`config.mk`:
```
export PLATFORM = sky130hd
export DESIGN_NAME = ex_stage_md_flat
export DESIGN_NICKNAME = d
export VERILOG_FILES = /design/src/rtl/ex_stage_md_pkg.sv /design/src/rtl/ex_stage_md_if.sv /design/src/rtl/ex_stage_md_div_iter.sv /design/src/rtl/ex_stage_md.sv /design/src/flat_wrapper.sv
export SDC_FILE = /design/constraint.sdc
export NUM_CORES = 2
export LEC_CHECK = 0
export CAP_MARGIN = 15
export CORE_ASPECT_RATIO = 0.9
export CORE_MARGIN = 2
export CORE_UTILIZATION = 31
export DETAILED_ROUTE_END_ITERATION = 10
export PLACE_DENSITY = 0.48
export SETUP_SLACK_MARGIN = 0.05
export SLEW_MARGIN = 20
export SYNTH_ARGS = -nofsm -noshare
export SYNTH_HDL_FRONTEND = slang
export SYNTH_HIERARCHICAL = 1
export SYNTH_SLANG_ARGS = --single-unit
export TNS_END_PERCENT = 50
```
`constraint.sdc`:
```
create_clock -name clk -period 10.4 [get_ports clk]
set_clock_uncertainty 0.05 [all_clocks]
set_input_delay 2.08 -clock clk [delete_from_list [all_inputs] [get_ports clk]]
set_output_delay 2.08 -clock clk [all_outputs]
set_load 0.05 [all_outputs]
```
`src/rtl/ex_stage_md_pkg.sv`:
```
// Shared execute-stage types: ALU opcode, RV32M op encoding and the M-unit FSM state.
package ex_stage_md_pkg;

    typedef enum logic [2:0] {
        ALU_ADD = 3'b000,
        ALU_SLL = 3'b001,
        ALU_SRA = 3'b010,
        ALU_SUB = 3'b011,
        ALU_XOR = 3'b100,
        ALU_SRL = 3'b101,
        ALU_OR  = 3'b110,
        ALU_AND = 3'b111
    } alu_ops_t;

    // Encoding follows RV32M funct3 so decode can pass it straight through.
    typedef enum logic [2:0] {
        MD_MUL    = 3'b000,
        MD_MULH   = 3'b001,
        MD_MULHSU = 3'b010,
        MD_MULHU  = 3'b011,
        MD_DIV    = 3'b100,
        MD_DIVU   = 3'b101,
        MD_REM    = 3'b110,
        MD_REMU   = 3'b111
    } md_op_t;

    typedef enum logic [1:0] {
        ST_IDLE = 2'b00,
        ST_MUL  = 2'b01,
        ST_DIV  = 2'b10,
        ST_DONE = 2'b11
    } ex_md_state_t;

    function automatic logic md_is_div(input md_op_t op);
        return op[2];
    endfunction

    function automatic logic md_is_rem(input md_op_t op);
        return op[2] & op[1];
    endfunction

    function automatic logic md_is_signed_div(input md_op_t op);
        return op[2] & !op[0];
    endfunction

endpackage

```
`src/rtl/ex_stage_md_if.sv`:
```
// ID/EX -> EX/MEM handshake bundle for the execute stage with M-extension.
interface ex_stage_md_if #(
    parameter int unsigned XLEN  = 32,
    parameter int unsigned TAG_W = 64
) ();
    logic                        in_valid;
    logic                        in_ready;
    logic                        in_is_md;
    ex_stage_md_pkg::alu_ops_t   in_aluop;
    ex_stage_md_pkg::md_op_t     in_mdop;
    logic [XLEN-1:0]             in_a;
    logic [XLEN-1:0]             in_b;
    logic [TAG_W-1:0]            in_tag;
    logic                        flush;
    logic                        out_valid;
    logic                        out_ready;
    logic [XLEN-1:0]             out_result;
    logic [TAG_W-1:0]            out_tag;
    logic                        busy;

    modport master (
        output in_valid, in_is_md, in_aluop, in_mdop, in_a, in_b, in_tag, flush, out_ready,
        input  in_ready, out_valid, out_result, out_tag, busy
    );

    modport slave (
        input  in_valid, in_is_md, in_aluop, in_mdop, in_a, in_b, in_tag, flush, out_ready,
        output in_ready, out_valid, out_result, out_tag, busy
    );
endinterface

```
`src/rtl/ex_stage_md_div_iter.sv`:
```
// Restoring divider datapath: loads magnitudes on start, one quotient bit per step,
// sign-corrected quotient/remainder presented combinationally from the registers.
module md_div_iter #(
    parameter int unsigned XLEN = 32
) (
    input  logic            clk,
    input  logic            rst_n,
    input  logic            start,
    input  logic            step,
    input  logic            signed_op,
    input  logic            rem_op,
    input  logic [XLEN-1:0] dividend,
    input  logic [XLEN-1:0] divisor,
    output logic [XLEN-1:0] result_c
);
    logic [XLEN-1:0] rem_q, quo_q, dsr_q;
    logic            neg_quo_q, neg_rem_q, rem_sel_q;
    logic            a_neg_c, b_neg_c;
    logic [XLEN:0]   shifted_c, trial_c;

    assign a_neg_c   = signed_op & dividend[XLEN-1];
    assign b_neg_c   = signed_op & divisor[XLEN-1];
    // Remainder stays below the divisor, so one extra bit holds the shifted partial remainder.
    assign shifted_c = {rem_q, quo_q[XLEN-1]};
    assign trial_c   = shifted_c - {1'b0, dsr_q};

    always_ff @(posedge clk or negedge rst_n) begin : div_regs
        if (!rst_n) begin
            rem_q     <= '0;
            quo_q     <= '0;
            dsr_q     <= '0;
            neg_quo_q <= 1'b0;
            neg_rem_q <= 1'b0;
            rem_sel_q <= 1'b0;
        end else if (start) begin
            rem_q     <= '0;
            quo_q     <= a_neg_c ? -dividend : dividend;
            dsr_q     <= b_neg_c ? -divisor : divisor;
            neg_quo_q <= a_neg_c ^ b_neg_c;
            neg_rem_q <= a_neg_c;
            rem_sel_q <= rem_op;
        end else if (step) begin
            rem_q <= trial_c[XLEN] ? shifted_c[XLEN-1:0] : trial_c[XLEN-1:0];
            quo_q <= {quo_q[XLEN-2:0], !trial_c[XLEN]};
        end
    end

    always_comb begin : sign_fix
        result_c = '0;
        if (rem_sel_q) result_c = neg_rem_q ? -rem_q : rem_q;
        else           result_c = neg_quo_q ? -quo_q : quo_q;
    end
endmodule

```
`src/rtl/ex_stage_md.sv`:
```
// Execute stage: single-cycle ALU plus RV32M multiply (fixed latency) and iterative divide,
// with valid/ready on both sides and flush for mispredict recovery.
module ex_stage_md
    import ex_stage_md_pkg::*;
#(
    parameter int unsigned XLEN    = 32,
    parameter int unsigned MUL_LAT = 3,
    parameter int unsigned TAG_W   = 64
) (
    input  logic        clk,
    input  logic        rst_n,
    ex_stage_md_if.slave bus
);
    localparam int unsigned SH_W    = $clog2(XLEN);
    localparam int unsigned CNT_MAX = (XLEN > MUL_LAT) ? XLEN : MUL_LAT;
    localparam int unsigned CNT_W   = $clog2(CNT_MAX) + 1;
    localparam int unsigned PW      = 2 * XLEN;
    localparam logic [XLEN-1:0] MOST_NEG = {1'b1, {(XLEN-1){1'b0}}};

    ex_md_state_t     state, state_nxt;
    logic [CNT_W-1:0] cnt, cnt_nxt;
    md_op_t           op_q;
    logic [XLEN-1:0]  a_q, b_q;
    logic [TAG_W-1:0] op_tag_q;
    logic             out_valid_q;
    logic [XLEN-1:0]  result_q;
    logic [TAG_W-1:0] tag_q;

    logic             in_ready_c, accept_c, xfer_c;
    logic             div_zero_c, div_ovf_c, div_special_c;
    logic [XLEN-1:0]  div_special_val_c, div_res_c, load_val_c;
    logic [TAG_W-1:0] load_tag_c;
    logic             load_c, latch_c, start_mul_c, div_start_c, div_step_c;

    function automatic logic [XLEN-1:0] alu(input alu_ops_t op, input logic [XLEN-1:0] a,
                                            input logic [XLEN-1:0] b);
        case (op)
            ALU_ADD: return a + b;
            ALU_SLL: return a << b[SH_W-1:0];
            ALU_SRA: return XLEN'($unsigned($signed(a) >>> b[SH_W-1:0]));
            ALU_SUB: return a - b;
            ALU_XOR: return a ^ b;
            ALU_SRL: return a >> b[SH_W-1:0];
            ALU_OR:  return a | b;
            ALU_AND: return a & b;
            default: return '0;
        endcase
    endfunction

    // Full-width product of sign/zero-extended operands; low or high half by op.
    function automatic logic [XLEN-1:0] mul_res(input md_op_t op, input logic [XLEN-1:0] a,
                                                input logic [XLEN-1:0] b);
        logic [PW-1:0] ae, be, p;
        ae = (op == MD_MULH || op == MD_MULHSU) ? {{XLEN{a[XLEN-1]}}, a} : {{XLEN{1'b0}}, a};
        be = (op == MD_MULH) ? {{XLEN{b[XLEN-1]}}, b} : {{XLEN{1'b0}}, b};
        p  = ae * be;
        return (op == MD_MUL) ? p[XLEN-1:0] : p[PW-1:XLEN];
    endfunction

    assign in_ready_c = (state == ST_IDLE) & (!out_valid_q | bus.out_ready);
    assign accept_c   = bus.in_valid & in_ready_c & !bus.flush;
    assign xfer_c     = out_valid_q & bus.out_ready;

    // Divide-by-zero and signed overflow bypass the iterative divider.
    assign div_zero_c    = (bus.in_b == '0);
    assign div_ovf_c     = md_is_signed_div(bus.in_mdop) & (bus.in_a == MOST_NEG) & (bus.in_b == '1);
    assign div_special_c = md_is_div(bus.in_mdop) & (div_zero_c | div_ovf_c);
    assign div_special_val_c = md_is_rem(bus.in_mdop) ? (div_zero_c ? bus.in_a : '0)
                                                      : (div_zero_c ? '1 : MOST_NEG);

    md_div_iter #(.XLEN(XLEN)) u_div (
        .clk       (clk),
        .rst_n     (rst_n),
        .start     (div_start_c),
        .step      (div_step_c),
        .signed_op (md_is_signed_div(bus.in_mdop)),
        .rem_op    (md_is_rem(bus.in_mdop)),
        .dividend  (bus.in_a),
        .divisor   (bus.in_b),
        .result_c  (div_res_c)
    );

    always_ff @(posedge clk or negedge rst_n) begin : state_reg
        if (!rst_n) begin
            state <= ST_IDLE;
            cnt   <= '0;
        end else begin
            state <= state_nxt;
            cnt   <= cnt_nxt;
        end
    end

    always_comb begin : next_state_comb
        state_nxt = state;
        if (bus.flush) state_nxt = ST_IDLE;
        else begin
            case (state)
                ST_IDLE: begin
                    if (start_mul_c)      state_nxt = ST_MUL;
                    else if (div_start_c) state_nxt = ST_DIV;
                end
                ST_MUL, ST_DIV: if (load_c) state_nxt = ST_IDLE;
                default: state_nxt = ST_IDLE;
            endcase
        end
    end

    // Divide counter starts at XLEN: XLEN step cycles, then the sign-fixed result loads at zero.
    always_comb begin : ctrl_comb
        load_c      = 1'b0;
        load_val_c  = '0;
        load_tag_c  = op_tag_q;
        latch_c     = 1'b0;
        start_mul_c = 1'b0;
        div_start_c = 1'b0;
        div_step_c  = 1'b0;
        cnt_nxt     = cnt;
        case (state)
            ST_IDLE: begin
                if (accept_c) begin
                    latch_c    = 1'b1;
                    load_tag_c = bus.in_tag;
                    if (!bus.in_is_md) begin
                        load_c     = 1'b1;
                        load_val_c = alu(bus.in_aluop, bus.in_a, bus.in_b);
                    end else if (!md_is_div(bus.in_mdop)) begin
                        if (MUL_LAT == 1) begin
                            load_c     = 1'b1;
                            load_val_c = mul_res(bus.in_mdop, bus.in_a, bus.in_b);
                        end else begin
                            start_mul_c = 1'b1;
                            cnt_nxt     = CNT_W'(MUL_LAT - 1);
                        end
                    end else if (div_special_c) begin
                        load_c     = 1'b1;
                        load_val_c = div_special_val_c;
                    end else begin
                        div_start_c = 1'b1;
                        cnt_nxt     = CNT_W'(XLEN);
                    end
                end
            end
            ST_MUL: begin
                cnt_nxt = cnt - CNT_W'(1);
                if (cnt_nxt == '0) begin
                    load_c     = 1'b1;
                    load_val_c = mul_res(op_q, a_q, b_q);
                end
            end
            ST_DIV: begin
                if (cnt == '0) begin
                    load_c     = 1'b1;
                    load_val_c = div_res_c;
                end else begin
                    div_step_c = 1'b1;
                    cnt_nxt    = cnt - CNT_W'(1);
                end
            end
            default: ;
        endcase
    end

    always_ff @(posedge clk or negedge rst_n) begin : operand_reg
        if (!rst_n) begin
            op_q     <= MD_MUL;
            a_q      <= '0;
            b_q      <= '0;
            op_tag_q <= '0;
        end else if (latch_c) begin
            op_q     <= bus.in_mdop;
            a_q      <= bus.in_a;
            b_q      <= bus.in_b;
            op_tag_q <= bus.in_tag;
        end
    end

    // Flush beats a result load; a load beats the clear from a same-cycle transfer.
    always_ff @(posedge clk or negedge rst_n) begin : out_reg
        if (!rst_n) begin
            out_valid_q <= 1'b0;
            result_q    <= '0;
            tag_q       <= '0;
        end else if (bus.flush) begin
            out_valid_q <= 1'b0;
        end else if (load_c) begin
            out_valid_q <= 1'b1;
            result_q    <= load_val_c;
            tag_q       <= load_tag_c;
        end else if (xfer_c) begin
            out_valid_q <= 1'b0;
        end
    end

    assign bus.in_ready   = in_ready_c;
    assign bus.out_valid  = out_valid_q;
    assign bus.out_result = result_q;
    assign bus.out_tag    = tag_q;
    assign bus.busy       = (state == ST_MUL) | (state == ST_DIV);
endmodule
```
`src/flat_wrapper.sv`:
```
// flat-port wrapper written by rule: the top's interface ports become plain ports
module ex_stage_md_flat import ex_stage_md_pkg::*;
#(
    parameter int unsigned XLEN    = 32,
    parameter int unsigned MUL_LAT = 3,
    parameter int unsigned TAG_W   = 64
)
  (clk, rst_n, bus_in_valid, bus_in_is_md, bus_in_aluop, bus_in_mdop, bus_in_a, bus_in_b, bus_in_tag, bus_flush, bus_out_ready, bus_in_ready, bus_out_valid, bus_out_result, bus_out_tag, bus_busy);
  ex_stage_md_if #(.XLEN(XLEN), .TAG_W(TAG_W)) bus_i ();
  input  logic clk;
  input  logic rst_n;
  input wire logic [$bits(bus_i.in_valid)-1:0] bus_in_valid;
  input wire logic [$bits(bus_i.in_is_md)-1:0] bus_in_is_md;
  input wire logic [$bits(bus_i.in_aluop)-1:0] bus_in_aluop;
  input wire logic [$bits(bus_i.in_mdop)-1:0] bus_in_mdop;
  input wire logic [$bits(bus_i.in_a)-1:0] bus_in_a;
  input wire logic [$bits(bus_i.in_b)-1:0] bus_in_b;
  input wire logic [$bits(bus_i.in_tag)-1:0] bus_in_tag;
  input wire logic [$bits(bus_i.flush)-1:0] bus_flush;
  input wire logic [$bits(bus_i.out_ready)-1:0] bus_out_ready;
  output wire logic [$bits(bus_i.in_ready)-1:0] bus_in_ready;
  output wire logic [$bits(bus_i.out_valid)-1:0] bus_out_valid;
  output wire logic [$bits(bus_i.out_result)-1:0] bus_out_result;
  output wire logic [$bits(bus_i.out_tag)-1:0] bus_out_tag;
  output wire logic [$bits(bus_i.busy)-1:0] bus_busy;
  assign bus_i.in_valid = bus_in_valid;
  assign bus_i.in_is_md = bus_in_is_md;
  assign bus_i.in_aluop = bus_in_aluop;
  assign bus_i.in_mdop = bus_in_mdop;
  assign bus_i.in_a = bus_in_a;
  assign bus_i.in_b = bus_in_b;
  assign bus_i.in_tag = bus_in_tag;
  assign bus_i.flush = bus_flush;
  assign bus_i.out_ready = bus_out_ready;
  assign bus_in_ready = bus_i.in_ready;
  assign bus_out_valid = bus_i.out_valid;
  assign bus_out_result = bus_i.out_result;
  assign bus_out_tag = bus_i.out_tag;
  assign bus_busy = bus_i.busy;
  ex_stage_md #(.XLEN(XLEN), .MUL_LAT(MUL_LAT), .TAG_W(TAG_W)) u_core (.clk(clk), .rst_n(rst_n), .bus(bus_i));
endmodule
```
==> impl_table.tex <==
\begin{tabular}{lr}
\hline
Metric & Value \\
\hline
\multicolumn{2}{l}{\textbf{Floorplan}} \\
Initial Utilization & 0.312 \\
DIE AREA & 245000 um2 \\
Placeable core region & 239000 um2 \\
Ports placed on the boundary & 239 \\
Horizontal extent of the die & 521 um \\
Site row count & 170 \\
Die Y & 470 um \\
\multicolumn{2}{l}{\textbf{Layout}} \\
Commonest non-fill, non-tap cell in the layout & sky130\_fd\_sc\_hd\_\_inv\_1 \\
Utilization after layout & 0.346 \\
Post-layout nets & 10587 \\
Final non-filler cell area & 82800 um2 \\
Area Overhead vs Synth & 10.9\% \\
Fill cell count & 24945 \\
Highest-count cells in the layout ignoring fill and taps & sky130\_fd\_sc\_hd\_\_inv\_1, sky130\_fd\_sc\_hd\_\_fa\_1, sky130\_fd\_sc\_hd\_\_nand2\_1 \\
Layout cell share with drive strength beyond 1 & 0.0566 \\
\multicolumn{2}{l}{\textbf{Worst setup path}} \\
Setup crit end kind & flip-flop \\
Worst R2R End & u\_core/bus.out\_result[31] \\
Critical path startpoint & u\_core/op\_q[1] \\
WS Path Type & flip-flop to flip-flop \\
Depth of the critical timing path with buffers and inverters included & 27 \\
Slowest stage delay, CP & 690 ps \\
Worst path bufs/invs & 5 \\
Cell type of the slowest stage on the worst timing path & sky130\_fd\_sc\_hd\_\_fa\_1 \\
Worst reg-to-reg path cell count & 27 \\
Launching element type of the critical path & flip-flop \\
Worst EP arrival & 10350 ps \\
Endpoint required time on the critical path & 10860 ps \\
Setup slack on the worst flop-to-flop path & 500 ps \\
Largest delay contributor family on the critical path & adder cells \\
Launching point of the worst reg2reg path & u\_core/op\_q[1] \\
Max Fanout on Critical Path & 18 \\
Dominant cell type by count on the critical path & sky130\_fd\_sc\_hd\_\_fa\_1 \\
Capture point of the critical path & u\_core/bus.out\_result[31] \\
\multicolumn{2}{l}{\textbf{Route}} \\
Post-route antenna net violation count & 0 \\
WL/cell & 24.8 um \\
Remaining DRCs & 0 \\
Detailed Route WL & 292000 um \\
Pre-Repair DR Iteration Count & 6 \\
Vias after detailed routing & 60741 \\
Number of vias per cell after detailed routing & 5.15 \\
Number of design-rule violations left by the first detailed-router iteration & 4991 \\
\multicolumn{2}{l}{\textbf{Yosys}} \\
Post-synth EDFFs & 0 \\
Post-Syn Area per Cell & 8.77 um2 \\
YS warnings & 6 \\
Synth unique cells & 104 \\
Post-Synthesis Cells & 8520 \\
Number of register bits inferred by synthesis & 335 \\
Most area-consuming cells after synthesis & sky130\_fd\_sc\_hd\_\_fa\_1, sky130\_fd\_sc\_hd\_\_dfrtp\_1, sky130\_fd\_sc\_hd\_\_inv\_1, sky130\_fd\_sc\_hd\_\_ha\_1, sky130\_fd\_sc\_hd\_\_nand2\_1 \\
Sequential-to-total area share from yosys stat & 0.112 \\
Area of the mapped netlist & 74700 um2 \\
Fraction of synthesized cell area taken by the top area cell type & 0.381 \\
Share of flip-flops with an asynchronous set or reset & 1.00 \\
Number of nets in the synthesized netlist & 10529 \\
Yosys top cell by area & sky130\_fd\_sc\_hd\_\_fa\_1 \\
Most frequently used flop master after synthesis & sky130\_fd\_sc\_hd\_\_dfrtp\_1 \\
\multicolumn{2}{l}{\textbf{STA}} \\
Final Hold Fails & 0 \\
Setup repair after global routing missed its margin & no \\
Slew at the pin closest to its max-slew limit & 1160 ps \\
Fin crit period & 9900 ps \\
Final Setup Violations & 0 \\
Maximum operating frequency & 0.101 GHz \\
Slew Viols, Final & 0 \\
Headroom to the max-slew limit & 0.225 \\
Fraction of the cycle the final worst path needs & 0.952 \\
Setup total negative slack & 0 ps \\
\multicolumn{2}{l}{\textbf{Placed design}} \\
Gp weighted congestion & 0.965 \\
Dpl cell area & 81300 um2 \\
Post-DP HPWL & 240000 um \\
Port-buffer cells & 238 \\
\multicolumn{2}{l}{\textbf{Clock tree}} \\
Number of clock buffers inserted by TritonCTS & 42 \\
CTS H-tree lvls & 2 \\
Clock tree from TritonCTS & yes \\
Total number of clock tree sinks & 335 \\
CTS clock-pin slew for the worst setup and hold paths & 60 ps \\
Hold buffers post-CTS & 0 \\
Insertion delay to the later sink of the worst-skew pair & 650 ps \\
Root buffer cell & sky130\_fd\_sc\_hd\_\_clkbuf\_16 \\
\# Post-CTS Setup Buffers & 0 \\
Maximum number of buffers from clock root to sink & 3 \\
\multicolumn{2}{l}{\textbf{Global routing}} \\
Maximum number of pins on one net before global-route repair & 118 \\
Via count of the first global-routing pass & 64790 \\
Total global routing track utilization & 0.240 \\
Final global-route overflow total & 0 \\
Number of antenna violations at the first check in global routing & 18 \\
Wire length of the first global-routing pass & 439000 um \\
\multicolumn{2}{l}{\textbf{Status}} \\
Run status & finished, final reports clean \\
\multicolumn{2}{l}{\textbf{Min path}} \\
Worst min-delay path startpoint & u\_core/op\_tag\_q[22] \\
Path category of the worst min-delay check & flip-flop to flip-flop \\
\multicolumn{2}{l}{\textbf{Flow run}} \\
Max capacitance violation total & 0 \\
\hline
\end{tabular}
[per-stage QoR]
stage	instances	setup WS [ps]	hold slack [ps]
floorplan	8520	595	391
global placement	11716	581	403
detailed placement	11716	451	407
CTS	11792	431	423
global route	11792	54.4	441
finish	11797	504	420
[cells in the mapped netlist (76+ instances only)]
cell	count
sky130_fd_sc_hd__inv_1	1632
sky130_fd_sc_hd__fa_1	1421
sky130_fd_sc_hd__nand2_1	1373
sky130_fd_sc_hd__and2_1	451
sky130_fd_sc_hd__ha_1	448
sky130_fd_sc_hd__clkbuf_1	408
sky130_fd_sc_hd__nor2_1	347
sky130_fd_sc_hd__dfrtp_1	335
sky130_fd_sc_hd__o21ai_0	326
sky130_fd_sc_hd__a21oi_1	310
sky130_fd_sc_hd__xnor2_1	201
sky130_fd_sc_hd__xor2_1	106
sky130_fd_sc_hd__mux2i_1	105
sky130_fd_sc_hd__nand3_1	76
[worst min-delay path by stage]
| stage | end | slack, ps | depth (start not counted) |
|---|---|---|---|
| global placement | u_core/op_tag_q[38] | 400 | 2 |
| global route | u_core/op_tag_q[36] | 440 | 2 |
| CTS | u_core/op_tag_q[22] | 420 | 2 |
| finish | u_core/op_tag_q[22] | 420 | 2 |
| floorplan | u_core/op_tag_q[0] | 390 | 2 |
| detailed placement | u_core/op_tag_q[26] | 410 | 2 |
[cells by family after synthesis]
logic type / share of synthesized area
and+or+nand+nor: 0.159
buffers and inverters: 0.107
adders and majority gates: 0.456
AOI/OAI and AO/OA: 0.0968
DFF: 0.112
xor gates and xnor gates: 0.0360
muxes: 0.0328
[worst register-to-register path: stages, from the launching register on]
cell	delay, ps
sky130_fd_sc_hd__dfrtp_1	460
sky130_fd_sc_hd__xnor2_1	180
sky130_fd_sc_hd__nor3b_2	170
sky130_fd_sc_hd__buf_4	290
sky130_fd_sc_hd__nand2_1	200
sky130_fd_sc_hd__fa_1	670
sky130_fd_sc_hd__fa_1	620
sky130_fd_sc_hd__inv_1	90
sky130_fd_sc_hd__fa_1	690
sky130_fd_sc_hd__buf_4	230
sky130_fd_sc_hd__fa_1	450
sky130_fd_sc_hd__fa_1	540
sky130_fd_sc_hd__fa_1	440
sky130_fd_sc_hd__fa_1	520
sky130_fd_sc_hd__fa_1	500
sky130_fd_sc_hd__fa_1	540
sky130_fd_sc_hd__inv_1	70
sky130_fd_sc_hd__fa_1	490
sky130_fd_sc_hd__inv_1	50
sky130_fd_sc_hd__ha_1	450
sky130_fd_sc_hd__nand3_1	200
sky130_fd_sc_hd__or2_2	360
sky130_fd_sc_hd__o21ai_0	360
sky130_fd_sc_hd__a221oi_1	170
sky130_fd_sc_hd__and2_1	240
sky130_fd_sc_hd__o21ai_1	340
sky130_fd_sc_hd__mux2i_1	130
sky130_fd_sc_hd__a211o_1	290
[cell type report]
cell class / instances / area (um2) / area share
diodes: 5 / 12.5 / 0.000151
clock buffers: 53 / 1150 / 0.0139
clock inverters: 23 / 322 / 0.00388
inverters: 1636 / 6140 / 0.0741
multi-input cells: 6078 / 58400 / 0.705
flip-flops and latches: 335 / 8400 / 0.101
well taps: 3182 / 3980 / 0.0481
repair buffers: 485 / 4410 / 0.0533
[metal layers]
metal,share of wire,GRT usage,vias to the layer above
li1,-,-,26558
met1,0.45,0.339,31666
met2,0.45,0.377,2164
met3,0.072,0.0395,341
met4,0.032,0.0649,12
met5,0.00026,0,-
[repair_timing]
item / CTS / global route
hold endpoints to repair: 0 / 0
gates resized for setup: 0 / 2
endpoints found under the setup margin: 0 / 2
Power is not shown: default switching activity piles up to over one toggle a cycle in this logic, so the estimate is an artifact.
